$ cat src/rtl/sub_share_arb.sv
// Round-robin arbiter that time-shares one external combinational subtractor among N_REQ requesters.
// Optional build macro: SUB_ARB_SAT_EN (saturate rsp_diff to zero whenever a borrow occurs).
module sub_share_arb #(
  parameter int N_REQ = 4,
  parameter int WIDTH = 8,
  localparam int IDW  = (N_REQ > 1) ? $clog2(N_REQ) : 1
) (
  input  logic                   clk,
  input  logic                   rst,
  input  logic [N_REQ-1:0]       req_valid,
  output logic [N_REQ-1:0]       req_ready,
  input  logic [N_REQ*WIDTH-1:0] req_a,
  input  logic [N_REQ*WIDTH-1:0] req_b,
  output logic [WIDTH-1:0]       sub_a,
  output logic [WIDTH-1:0]       sub_b,
  input  logic [WIDTH-1:0]       sub_diff,
  output logic                   rsp_valid,
  input  logic                   rsp_ready,
  output logic [IDW-1:0]         rsp_id,
  output logic [WIDTH-1:0]       rsp_diff,
  output logic                   rsp_borrow
);

  typedef enum logic [1:0] {
    IDLE  = 2'd0,
    ISSUE = 2'd1,
    RESP  = 2'd2
  } state_t;

  state_t           state_r;
  state_t           state_nxt_s;
  logic [IDW-1:0]   rr_ptr_r;
  logic [IDW-1:0]   ptr_nxt_s;
  logic [IDW-1:0]   grant_idx_s;
  logic             grant_vld_s;
  logic [WIDTH-1:0] grant_a_s;
  logic [WIDTH-1:0] grant_b_s;
  logic [WIDTH-1:0] diff_s;
  logic             borrow_s;

  // Grant search: pass 0 covers indices below rr_ptr, pass 1 those at/above it; the last hit wins,
  // so the result is the first valid requester found searching upward from rr_ptr with wrap.
  always_comb begin : grant_search
    logic hit;
    hit         = 1'b0;
    grant_vld_s = 1'b0;
    grant_idx_s = '0;
    grant_a_s   = '0;
    grant_b_s   = '0;
    for (int p = 0; p < 2; p++) begin
      for (int i = N_REQ - 1; i >= 0; i--) begin
        hit = req_valid[i] && ((p == 0) ? (IDW'(i) < rr_ptr_r) : (IDW'(i) >= rr_ptr_r));
        grant_vld_s = grant_vld_s | hit;
        grant_idx_s = hit ? IDW'(i) : grant_idx_s;
        grant_a_s   = hit ? req_a[i*WIDTH +: WIDTH] : grant_a_s;
        grant_b_s   = hit ? req_b[i*WIDTH +: WIDTH] : grant_b_s;
      end
    end
  end

  // Pointer advance, one-hot accept and result formatting
  always_comb begin
    ptr_nxt_s = (grant_idx_s == IDW'(N_REQ - 1)) ? '0 : grant_idx_s + 1'b1;
    req_ready = '0;
    if ((state_r == IDLE) && grant_vld_s) begin
      req_ready = {{(N_REQ-1){1'b0}}, 1'b1} << grant_idx_s;
    end else begin
      req_ready = '0;
    end
    borrow_s = (sub_a < sub_b);
`ifdef SUB_ARB_SAT_EN
    diff_s = borrow_s ? '0 : sub_diff;
`else
    diff_s = sub_diff;
`endif
  end

  // Next-state logic
  always_comb begin
    state_nxt_s = state_r;
    case (state_r)
      IDLE: begin
        if (grant_vld_s) begin
          state_nxt_s = ISSUE;
        end else begin
          state_nxt_s = IDLE;
        end
      end
      ISSUE: state_nxt_s = RESP;
      RESP: begin
        if (rsp_ready) begin
          state_nxt_s = IDLE;
        end else begin
          state_nxt_s = RESP;
        end
      end
      default: state_nxt_s = IDLE;
    endcase
  end

  // State, pointer, subtractor operands and response registers
  always_ff @(posedge clk) begin
    if (rst) begin
      state_r    <= IDLE;
      rr_ptr_r   <= '0;
      sub_a      <= '0;
      sub_b      <= '0;
      rsp_valid  <= 1'b0;
      rsp_id     <= '0;
      rsp_diff   <= '0;
      rsp_borrow <= 1'b0;
    end else begin
      state_r <= state_nxt_s;
      case (state_r)
        IDLE: begin
          if (grant_vld_s) begin
            sub_a    <= grant_a_s;
            sub_b    <= grant_b_s;
            rsp_id   <= grant_idx_s;
            rr_ptr_r <= ptr_nxt_s;
          end
        end
        ISSUE: begin
          rsp_diff   <= diff_s;
          rsp_borrow <= borrow_s;
          rsp_valid  <= 1'b1;
        end
        RESP: begin
          if (rsp_ready) begin
            rsp_valid <= 1'b0;
          end
        end
        default: rsp_valid <= 1'b0;
      endcase
    end
  end

endmodule

$ cat config.mk
export PLATFORM = sky130hd
export DESIGN_NAME = sub_share_arb
export DESIGN_NICKNAME = d
export VERILOG_FILES = /design/src/rtl/sub_share_arb.sv
export SDC_FILE = /design/constraint.sdc
export NUM_CORES = 1
export LEC_CHECK = 0
export ABC_AREA = 0
export BUFFER_PORTS_ARGS = -buffer_cell sky130_fd_sc_hd__buf_2
export CORE_AREA = 2 2 76 78
export DETAILED_ROUTE_END_ITERATION = 10
export DIE_AREA = 0 0 78 80
export GPL_ROUTABILITY_DRIVEN = 1
export PLACE_DENSITY = 0.76
export SLEW_MARGIN = 15
export SYNTH_ARGS = -nofsm -noshare
export SYNTH_HDL_FRONTEND = slang
export SYNTH_SLANG_ARGS = --single-unit
export TNS_END_PERCENT = 30
$ cat constraint.sdc
create_clock -name clk -period 2.9 [get_ports clk]
set_clock_uncertainty 0.05 [all_clocks]
set_input_delay 0.29 -clock clk [delete_from_list [all_inputs] [get_ports clk]]
set_output_delay 0.29 -clock clk [all_outputs]
set_load 0.005 [all_outputs]
==> out/qor.csv, run 1 <==
stage;metric;value;unit
outcome;status;finished, final reports clean;
final_layout;nets;494;
power;cellLeakagePower;1.263;nW
detailed_routing;drt_iter0_drc;112;
clock_network;cts_setup_buffers;0;
final_layout;drive_above_1_share;34.07;%
critical_path;reg2reg_to;sub_a[3];
floorplanning;pin_count;111;
yosys;synth_fp_nets;401;
detailed_routing;wl_per_cell;15.16;um
floorplanning;die_area;0.006240;mm2
power;max-vdd-ir-drop;0.2315;mV
critical_path;reg2regPathDepth;5;
critical_path;cp.arrival;2.28;ns
global_route;grt_pass1_wl;11.32;mm
hold_path;hold_depth;3;
final_layout;finalNonFillerCells;477;
yosys;syn_area;0.002379;mm2
critical_path;cp_max_fo;23;
detailed_routing;wirelength;7.233;mm
critical_path;rr_startpoint;rr_ptr_r[1];
yosys;synth_top_cell_area_share;26.93;%
sta;period_needed;2.615;ns
yosys;ys_seq_elements;32;
sta;rsz0062_at_grt;false;
detailed_routing;viasPerCell;5.553;
critical_path;crit_path_end_kind;output pin;
power;p_sw;577.0;uW
power;pwr-share-comb;37.9;%
critical_path;r2r_setup_slack;0.70;ns
global_route;antenna_found_initial;0;
yosys;yosysUniqueCellTypes;43;
place;dp_cells;469;
floorplanning;placeableCoreArea;0.005405;mm2
floorplanning;core.rowCount;27;
clock_network;htreeDepth;2;
clock_network;clockBufferDepth;2;
yosys;syn_inst;311;
detailed_routing;postRouteAntennaNets;0;
floorplanning;die_y;80;um
sta;timing.fmax;382.4;MHz
sta;drv_slew;0;
power;powerDensity;530.8;mW/mm2
final_layout;fin_util;55.65;%
sta;relSlewSlack;45.39;%
critical_path;crit_required;2.56;ns
detailed_routing;drc;0;
global_route;overflow;0;
power;clkPwrFrac;27.1;%
clock_network;cts_tree;yes;
global_route;grt_max_degree;24;
detailed_routing;num_vias;2649;
place;gp_congestion;0.9292;
detailed_routing;firstDrtPassIters;4;
power;power.total;1.597;mW
floorplanning;initial_core_util;44.00;%
critical_path;startpoint;rr_ptr_r[1];
flow_run;max_cap_violations;0;
clock_network;clk_latency;0.28;ns
yosys;synth_area_leaders;dfxtp_1 (27%), a21oi_1 (9.5%), nand2_1 (7.7%), a211oi_2 (5.8%), ha_1 (5.8%);
global_route;first_global_vias;2439;
sta;period_share;90.18;%
sta;hold_violations;0;
hold_path;hold_path.class;primary input to flop;
clock_network;hold_buffers;0;
yosys;synth.avg_cell_area;7.648;um2
clock_network;clkTransAtPathRegs;0.07;ns
power;p_sw_share;36.13;%
power;pwr-share-seq;35.1;%
critical_path;crit_type;flop to output pin;
sta;tightest_slew;0.8191;ns
yosys;yosysWarnings;0;
critical_path;worst_setup_path_start_kind;flop;
power;power.internal;1.020;mW
clock_network;clkSinkCount;32;
yosys;yosys.area.top_type;dfxtp_1;
critical_path;endpoint;req_ready[2];
sta;setup_tns;0;ns
yosys;ys_seq_area_share;26.93;%
final_layout;antennaDiodeCount;0;
sta;setup_viol_count_final;0;
clock_network;cts_resized;0;
clock_network;numCtsBuffers;5;
floorplanning;die_w;78;um
place;port_buffers;110;
global_route;grt_usage;22.41;%
final_layout;area_delta_synth_final;26.46;%
place;dpl.hpwl;5.446;mm
clock_network;clockRootBuffer;clkbuf_8;
synth_stat cells, drive strengths merged:
| master | n |
|---|---|
| a21o | 2 |
| and3b | 1 |
| buf | 18 |
| nand2 | 49 |
| nand3b | 2 |
| nor2 | 11 |
| inv | 11 |
| and2 | 7 |
| nand3 | 1 |
| ha | 11 |
| o41ai | 1 |
| a32oi | 15 |
| clkbuf | 10 |
| and2b | 1 |
| o22ai | 1 |
| nand4 | 1 |
| o21ai | 34 |
| or3b | 1 |
| o2111ai | 1 |
| nor2b | 3 |
| a311oi | 1 |
| a211oi | 18 |
| and3 | 1 |
| dfxtp | 32 |
| o21bai | 1 |
| o2bb2ai | 15 |
| o21a | 1 |
| nor3b | 1 |
| a21oi | 45 |
| nand2b | 4 |
| mux2i | 4 |
| nor4 | 2 |
| nor3 | 5 |
cell usage in the layout (no fill, tap or decap), drive strengths merged:
master	synthesis	final
buf	18	114
nand2	49	49
a21oi	45	45
o21ai	34	34
dfxtp	32	32
a211oi	18	18
a32oi	15	15
o2bb2ai	15	15
inv	11	11
ha	11	11
nor2	11	11
and2	7	7
clkbuf	10	5
nor3	5	5
mux2i	4	4
nand2b	4	4
nor2b	3	3
a21o	2	2
nand3b	2	2
nor4	2	2
nor3b	1	1
or3b	1	1
o21a	1	1
and3b	1	1
o21bai	1	1
o2111ai	1	1
a311oi	1	1
and3	1	1
and2b	1	1
nand3	1	1
o22ai	1	1
nand4	1	1
o41ai	1	1
clkinv	0	1
clkinvlp	0	1
bufinv	0	1
final cells by class:
cell class,instances,area [um2]
fill,534,2397
multi-input combinational,240,1544
sequential,32,640.6
timing repair buffer,114,580.6
tap,72,90.09
clock buffer,5,68.82
clock inverter,3,42.54
inverter,11,41.29
registers in the layout (all words and copies together), names as in the netlist:
name / count
sub_a: 8
rsp_borrow: 1
rsp_diff: 8
rsp_id: 2
rsp_valid: 1
rr_ptr_r: 2
sub_b: 8
state_r: 2
layer usage:
| metal | up-vias | wire, um | GRT usage, % |
|---|---|---|---|
| met3 | 16 | 419 | 3.167 |
| met2 | 111 | 3527 | 39.57 |
| met4 | 0 | 177 | 9.474 |
| li1 | 1320 | - | - |
| met5 | - | 0 | 0 |
| met1 | 1202 | 3108 | 27.19 |
power groups by stage:
stage                     Combinational [mW]  Clock (mW)  Sequential, mW
final                                  0.605       0.432           0.560
after global routing                   0.679       0.456           0.568
after CTS                              0.606       0.442           0.559
after detailed placement               0.605           0           0.569
after global placement                 0.592           0           0.566
after floorplan                        0.405           0           0.560
through the flow:
| stage | cell area, um2 | setup WS, ns | hold WS (ns) |
|---|---|---|---|
| 3_3_place_gp | 2897 | 0.7424 | 0.3892 |
| 3_5_place_dp | 2897 | 0.5783 | 0.3977 |
| 4_1_cts | 3008 | 0.2719 | 0.1869 |
| 2_1_floorplan | 2379 | 1.021 | 0.3760 |
| 5_1_grt | 3008 | 0.08394 | 0.2037 |
| 6_report | 3008 | 0.2849 | 0.1948 |
how the worst min path moves through the flow:
stage / from / end / slack (ns)
after floorplan: sub_diff[0] / rsp_diff[0] / 0.38
after global placement: rsp_diff[3] / rsp_diff[3] / 0.39
after detailed placement: rsp_diff[2] / rsp_diff[2] / 0.40
after CTS: sub_diff[2] / rsp_diff[2] / 0.19
after global routing: sub_diff[0] / rsp_diff[0] / 0.20
final: sub_diff[2] / rsp_diff[2] / 0.19
cell families (layout without fill, tap and decap cells):
logic type,count (synthesis),after routing,synth area share (%)
compound gates,135,135,38.56
simple gates,90,90,18.89
buf+inv,39,133,8.153
flops,32,32,26.93
fa+ha+maj,11,11,5.786
mux,4,4,1.683
critical path: stages (launching register included):
cell and delay, ns:
dfxtp_1 0.41, buf_4 0.29, nor3b_1 0.09, nor3_1 0.57, inv_1 0.15, ha_1 0.23
and2_1 0.13, buf_2 0.12
No activity file was read; power rests on OpenSTA's default activity.
==> run 2: changes to the inputs <==
--- a/config.mk
+++ b/config.mk
@@ -12,6 +12,7 @@
 export DIE_AREA = 0 0 78 80
 export GPL_ROUTABILITY_DRIVEN = 1
 export PLACE_DENSITY = 0.76
+export REMOVE_ABC_BUFFERS = 1
 export SLEW_MARGIN = 15
 export SYNTH_ARGS = -nofsm -noshare
 export SYNTH_HDL_FRONTEND = slang
==> run 2 against run 1 <==
Net effect:
- worst setup slack gained 0.025 ns
- largest cell class unchanged
- critical endpoint unchanged
- sequential share of layout area grew 0.12 points
- clock power shrank 20%
- worst hold slack lost 0.016 ns
- combinational power shrank 1%
- routed wire length grew 0.26%
- highest routed layer unchanged
- non-clock buffer count grew 1
- sequential power grew 2%
==> out/qor.csv, run 2 (synthesis results as in run 1) <==
stage;metric;value;unit;change
final_layout;layout_common_cells;buf_2 (110), nand2_1 (49), a21oi_1 (45), dfxtp_1 (32), o21ai_0 (23);;unchanged
clock_network;clkTransAtPathRegs;0.07;ns;about the same
clock_network;numCtsBuffers;5;;unchanged
clock_network;clk_latency;0.29;ns;was 0.28 ns
power;powerDensity;505.1;mW/mm2;was 530.8 mW/mm2
global_route;first_global_vias;2514;;was 2,439
sta;drv_slew;0;;unchanged
critical_path;reg2reg_to;sub_a[4];;was sub_a[3]
place;dpl.hpwl;5.180;mm;was 5.446 mm
critical_path;r2r_setup_slack;0.40;ns;was 0.70 ns
clock_network;cts_resized;0;;unchanged
clock_network;clockBufferDepth;2;;unchanged
critical_path;endpoint;req_ready[2];;unchanged
critical_path;cp_max_fo;17;;was 23
sta;timing.fmax;386.1;MHz;was 382.4 MHz
sta;tightest_slew;0.8391;ns;was 0.8191 ns
final_layout;drive_above_1_share;34.24;%;was 34.07%
global_route;overflow;0;;unchanged
critical_path;cp_slowest_cell;dfxtp_1;;was nor3_1
floorplanning;placeableCoreArea;0.005405;mm2;unchanged
final_layout;area_delta_synth_final;25.78;%;was 26.46%
critical_path;rr_startpoint;rr_ptr_r[1];;unchanged
critical_path;cp.arrival;2.25;ns;was 2.28 ns
place;port_buffers;110;;unchanged
detailed_routing;wirelength;7.252;mm;was 7.233 mm
final_layout;fin_util;55.35;%;was 55.65%
critical_path;crit_type;flop to output pin;;unchanged
detailed_routing;wl_per_cell;15.17;um;was 15.16 um
sta;setup_tns;0;ns;unchanged
floorplanning;die_y;80;um;unchanged
final_layout;top_regs;rsp_diff: 8 flops, sub_a: 8 flops, sub_b: 8 flops;;unchanged
global_route;grt_pass1_wl;11.35;mm;was 11.32 mm
detailed_routing;num_vias;2724;;was 2,649
detailed_routing;firstDrtPassIters;4;;unchanged
detailed_routing;postRouteAntennaNets;0;;unchanged
critical_path;reg2regPathDepth;6;;was 5
power;power.total;1.511;mW;was 1.597 mW
global_route;grt_usage;23.03;%;was 22.41%
sta;relSlewSlack;44.06;%;was 45.39%
power;cellLeakagePower;1.262;nW;was 1.263 nW
critical_path;crit_required;2.56;ns;about the same
final_layout;layout_commonest_cell;buf_2;;unchanged
floorplanning;initial_core_util;44.00;%;unchanged
critical_path;path_cells;and2_0 -> o21ai_0 -> a21o_1 -> o21ai_1 -> inv_1 -> ha_1 -> and2_1 -> buf_2;;was buf_4 -> nor3b_1 -> nor3_1 -> inv_1 -> ha_1 -> and2_1 -> buf_2
clock_network;hold_buffers;0;;unchanged
clock_network;htreeDepth;2;;unchanged
sta;setup_viol_count_final;0;;unchanged
floorplanning;core.rowCount;27;;unchanged
clock_network;cts_setup_buffers;0;;unchanged
floorplanning;pin_count;111;;unchanged
critical_path;crit_path_end_kind;output pin;;unchanged
floorplanning;die_w;78;um;unchanged
clock_network;cts_tree;yes;;unchanged
critical_path;worst_setup_path_start_kind;flop;;unchanged
outcome;status;finished, final reports clean;;unchanged
global_route;grt_max_degree;31;;was 24
sta;rsz0062_at_grt;false;;unchanged
clock_network;clkSinkCount;32;;unchanged
sta;period_share;89.32;%;was 90.18%
final_layout;nets;495;;was 494
clock_network;clockRootBuffer;clkbuf_8;;unchanged
detailed_routing;drt_iter0_drc;161;;was 112
power;max-vdd-ir-drop;0.1978;mV;was 0.2315 mV
critical_path;max_stage_delay;0.74;ns;was 0.57 ns
sta;hold_violations;0;;unchanged
detailed_routing;viasPerCell;5.699;;was 5.553
floorplanning;die_area;0.006240;mm2;unchanged
hold_path;hold_depth;3;;unchanged
global_route;antenna_found_initial;0;;unchanged
flow_run;max_cap_violations;0;;unchanged
final_layout;antennaDiodeCount;0;;unchanged
hold_path;hold_path.class;primary input to flop;;unchanged
critical_path;startpoint;rr_ptr_r[1];;unchanged
detailed_routing;drc;0;;unchanged
place;gp_congestion;0.9551;;was 0.9292
sta;period_needed;2.590;ns;was 2.615 ns
## run 2: cell count changes in the layout (fill, tap and decap cells not counted)
cell and change:
clkinv_2 +1, buf_4 +1, clkinvlp_4 -1, bufinv_16 -1, clkinv_4 +1
## run 2: per-stage QoR
step	setup WS (ns)	hold slack, ns	area, um2	instances
2_1_floorplan	0.4357	0.3046	2226	283
3_3_place_gp	0.5867	0.3888	2904	470
3_5_place_dp	0.5370	0.3959	2904	470
4_1_cts	0.3242	0.1764	2992	478
5_1_grt	0.1382	0.1841	2992	478
6_report	0.3097	0.1792	2992	478
## run 2: how the worst min path moves through the flow
stage	from	end	slack (ns)
floorplan	rst	rr_ptr_r[0]	0.30
global placement	rsp_diff[7]	rsp_diff[7]	0.39
detailed placement	rsp_diff[4]	rsp_diff[4]	0.40
CTS	sub_diff[6]	rsp_diff[6]	0.18
global route	sub_diff[7]	rsp_diff[7]	0.18
finish	sub_diff[0]	rsp_diff[0]	0.18
## run 2: power by group
group | total [mW] | switching [mW] | internal [mW]
sequential | 0.569 | 0.0656 | 0.503
clock | 0.344 | 0.177 | 0.167
combinational | 0.598 | 0.333 | 0.266
## run 2: area by class of cell
type	count	area, um2
Fill cell	553	2414
Multi-Input combinational cell	240	1544
Sequential cell	32	640.6
Timing Repair Buffer	115	588.1
Tap cell	72	90.09
Clock buffer	5	68.82
Inverter	11	41.29
Clock inverter	3	18.77
## run 2: worst max-delay path: cells and delay by family, from the launching register on
kind            cells  cell delay [ns]
simple gates        2             0.37
flops               1             0.74
buf+inv             2             0.23
fa+ha+maj           1             0.18
compound gates      3             0.44
## run 2: metal layers
| layer | share of wire [%] | global-route usage (%) | vias up |
|---|---|---|---|
| li1 | - | - | 1329 |
| met1 | 42 | 29.66 | 1249 |
| met2 | 47 | 37.76 | 122 |
| met3 | 7.6 | 4.186 | 24 |
| met4 | 3.1 | 9.825 | 0 |
| met5 | 0 | 0 | - |
==> run 3: changes to the inputs <==
--- a/config.mk
+++ b/config.mk
@@ -5,13 +5,13 @@
 export SDC_FILE = /design/constraint.sdc
 export NUM_CORES = 1
 export LEC_CHECK = 0
-export ABC_AREA = 0
+export ABC_AREA = 1
 export BUFFER_PORTS_ARGS = -buffer_cell sky130_fd_sc_hd__buf_2
-export CORE_AREA = 2 2 76 78
+export CORE_AREA = 2 2 79 81
 export DETAILED_ROUTE_END_ITERATION = 10
-export DIE_AREA = 0 0 78 80
+export DIE_AREA = 0 0 81 83
 export GPL_ROUTABILITY_DRIVEN = 1
-export PLACE_DENSITY = 0.76
+export PLACE_DENSITY = 0.75
 export REMOVE_ABC_BUFFERS = 1
 export SLEW_MARGIN = 15
 export SYNTH_ARGS = -nofsm -noshare
==> run 3 against run 2 <==
Net effect:
- critical path depth shrank 1
- sequential share of layout area shrank 1.8 points
- cell count grew 33%
- non-clock buffer count grew 1
- worst hold slack gained 0.0032 ns
- combinational power grew 49%
- synthesized cell count grew 48%
- maximum frequency grew 0.14%
- via count grew 17%
- global-route usage grew 1.3 points
- die area grew 7.7%
- sequential power grew 4.4%
- highest routed layer unchanged
==> out/qor.csv, run 3 <==
stage;metric;value;unit;change
final_layout;area_delta_synth_final;25.99;%;was 25.78%
global_route;first_global_vias;2889;;was 2,514
global_route;grt.met2_usage;41.02;%;was 37.76%
final_layout;design_area;0.003263;mm2;was 0.002992 mm2
clock_network;numCtsBuffers;5;;unchanged
yosys;yosysUniqueCellTypes;26;;was 43
critical_path;cp_max_fo;39;;was 17
yosys;synth_edf_count;0;;unchanged
final_layout;finalNonFillerCells;634;;was 478
yosys;syn_area;0.002590;mm2;was 0.002379 mm2
clock_network;cts_resized;0;;unchanged
power;p_sw_share;41.31;%;was 38.08%
sta;setup_tns;0;ns;unchanged
yosys;ys_seq_elements;32;;unchanged
sta;period_share;89.20;%;was 89.32%
yosys;synth_common_cells;nand2_1 (172), nor2_1 (57), nand3_1 (50);;was nand2_1 (49), a21oi_1 (45), dfxtp_1 (32)
yosys;synth_top_cell_area_share;24.93;%;was 26.93%
power;cellLeakagePower;1.871;nW;was 1.262 nW
critical_path;crit_path_end_kind;output pin;;unchanged
floorplanning;core.rowCount;28;;was 27
clock_network;cts_tree;yes;;unchanged
sta;tightest_slew;0.6219;ns;was 0.8391 ns
power;powerDensity;581.6;mW/mm2;was 505.1 mW/mm2
global_route;grt_use_met3;4.130;%;was 4.186%
place;dpl.hpwl;6.177;mm;was 5.180 mm
place;place_ws;0.6271;ns;was 0.5370 ns
power;pwr-share-seq;31.3;%;was 37.6%
detailed_routing;firstDrtPassIters;5;;was 4
place;port_buffers;110;;unchanged
yosys;syn_inst;459;;was 311
power;power.internal;1.114;mW;was 935.6 uW
sta;setup_viol_count_final;0;;unchanged
detailed_routing;wirelength;8.108;mm;was 7.252 mm
final_layout;layout_common_cells;nand2_1 (172), buf_2 (110), nor2_1 (57), nand3_1 (50), inv_1 (44);;was buf_2 (110), nand2_1 (49), a21oi_1 (45), dfxtp_1 (32), o21ai_0 (23)
clock_network;clkSinkCount;32;;unchanged
yosys;ys_seq_area_share;24.73;%;was 26.93%
global_route;overflow;0;;unchanged
sta;timing.fmax;386.6;MHz;was 386.1 MHz
sta;relSlewSlack;58.48;%;was 44.06%
final_layout;drive_above_1_share;24.33;%;was 34.24%
clock_network;cts_setup_buffers;0;;unchanged
sta;period_needed;2.587;ns;was 2.590 ns
yosys;synth-main-ff-cell;dfxtp_1;;unchanged
power;power.total;1.898;mW;was 1.511 mW
yosys;yosys.area.top_type;nand2_1;;was dfxtp_1
power;p_sw;784.0;uW;was 575.5 uW
hold_path;hold_path.class;primary input to flop;;unchanged
detailed_routing;viasPerCell;5.036;;was 5.699
detailed_routing;wl_per_cell;12.79;um;was 15.17 um
yosys;synth.avg_cell_area;5.643;um2;was 7.648 um2
detailed_routing;drt_iter0_drc;180;;was 161
place;dp_cells;626;;was 470
critical_path;crit_required;2.56;ns;about the same
global_route;grt_pass1_wl;13.10;mm;was 11.35 mm
yosys;yosysWarnings;0;;unchanged
outcome;status;finished, final reports clean;;unchanged
global_route;grt_usage;24.31;%;was 23.03%
critical_path;cp.arrival;2.25;ns;about the same
critical_path;crit_type;flop to output pin;;unchanged
sta;drv_slew;0;;unchanged
yosys;synth_area_leaders;nand2_1 (25%), dfxtp_1 (25%), nand3_1 (9.7%), nor2_1 (8.3%), inv_1 (6.4%);;was dfxtp_1 (27%), a21oi_1 (9.5%), nand2_1 (7.7%), a211oi_2 (5.8%), ha_1 (5.8%)
floorplanning;die_y;83;um;was 80 um
floorplanning;die_area;0.006723;mm2;was 0.006240 mm2
final_layout;antennaDiodeCount;0;;unchanged
power;pwr-share-comb;46.8;%;was 39.6%
global_route;grt_max_degree;40;;was 31
final_layout;layout_commonest_cell;nand2_1;;was buf_2
place;placedInstanceArea;0.003156;mm2;was 0.002904 mm2
clock_network;clk_latency;0.28;ns;was 0.29 ns
clock_network;htreeDepth;2;;unchanged
place;gp_congestion;0.9062;;was 0.9551
yosys;async_reset_ff_share;0;%;unchanged
sta;hold_violations;0;;unchanged
final_layout;nets;648;;was 495
floorplanning;die_w;81;um;was 78 um
flow_run;max_cap_violations;0;;unchanged
floorplanning;initial_core_util;44.54;%;was 44.00%
floorplanning;placeableCoreArea;0.005816;mm2;was 0.005405 mm2
clock_network;clockRootBuffer;clkbuf_8;;unchanged
clock_network;hold_buffers;0;;unchanged
clock_network;clkTransAtPathRegs;0.07;ns;about the same
floorplanning;pin_count;111;;unchanged
detailed_routing;num_vias;3193;;was 2,724
critical_path;worst_setup_path_start_kind;flop;;unchanged
detailed_routing;postRouteAntennaNets;0;;unchanged
sta;rsz0062_at_grt;false;;unchanged
power;max-vdd-ir-drop;0.3567;mV;was 0.1978 mV
global_route;antenna_found_initial;0;;unchanged
clock_network;clockBufferDepth;2;;unchanged
final_layout;top_regs;rsp_diff: 8 flops, sub_a: 8 flops, sub_b: 8 flops;;unchanged
global_route;busiest_layer;met2;;unchanged
global_route;use_met1;31.12;%;was 29.66%
sta;layout_setup_ws;0.3133;ns;was 0.3097 ns
detailed_routing;drc;0;;unchanged
yosys;synth.most_common_cell;nand2_1;;unchanged
power;clkPwrFrac;21.9;%;was 22.8%
-- run 3: cell count changes after synthesis, sizes merged, moves of 7 or more --
cell,before,now
a211oi,18,1
a21oi,45,27
a32oi,15,0
and2,7,0
inv,11,49
nand2,49,174
nand3,1,50
nand3b,2,10
nor2,11,60
o21ai,34,16
o2bb2ai,15,0
-- run 3: area by class of cell --
| cell class | count | area [um2] |
|---|---|---|
| Timing Repair Buffer | 116 | 595.6 |
| Inverter | 50 | 187.7 |
| Multi-Input combinational cell | 353 | 1638 |
| Tap cell | 75 | 93.84 |
| Clock buffer | 6 | 72.57 |
| Sequential cell | 32 | 640.6 |
| Clock inverter | 2 | 35.03 |
| Fill cell | 628 | 2552 |
-- run 3: metrics by stage --
step                      util, %  hold slack, ns
after CTS                   56.11          0.1795
after global routing        56.11          0.1832
after floorplan                 -          0.3091
after detailed placement    54.26          0.4033
after global placement      54.26          0.3887
final                       56.11          0.1823
-- run 3: kinds of logic after synthesis --
family	count (synthesis)	synth area share [%]
flops	32	24.73
fa+ha+maj	11	5.314
buf+inv	74	12.03
compound gates	46	9.758
simple gates	296	48.16
-- run 3: final timing paths --
kind                from           end  slack (ns)  cells past startpoint
max          rr_ptr_r[1]  req_ready[1]        0.31                      7
max reg2reg  rr_ptr_r[1]      sub_a[5]        0.71                      8
min reg2reg   state_r[1]     rsp_valid        0.41                      1
min          sub_diff[2]   rsp_diff[2]        0.18                      3
-- run 3: power groups by stage --
| stage | sequential, mW | clock, mW | combinational [mW] |
|---|---|---|---|
| global placement | 0.600 | 0 | 0.868 |
| global route | 0.605 | 0.447 | 1.01 |
| CTS | 0.594 | 0.422 | 0.892 |
| detailed placement | 0.603 | 0 | 0.886 |
| finish | 0.594 | 0.415 | 0.889 |
| floorplan | 0.599 | 0 | 0.549 |
-- run 3: routing by layer --
layer  vias to the layer above  wire (um)
met1                      1423       3488
li1                       1627          -
met3                        14        595
met5                         -          0
met2                       129       3862
met4                         0        160
-- run 3: critical path: stages (launching register included) --
cell,delay [ns]
dfxtp_1,0.45
o21ai_4,0.48
inv_2,0.08
nor3_2,0.14
a21oi_2,0.11
inv_2,0.47
nor2_1,0.08
buf_2,0.15
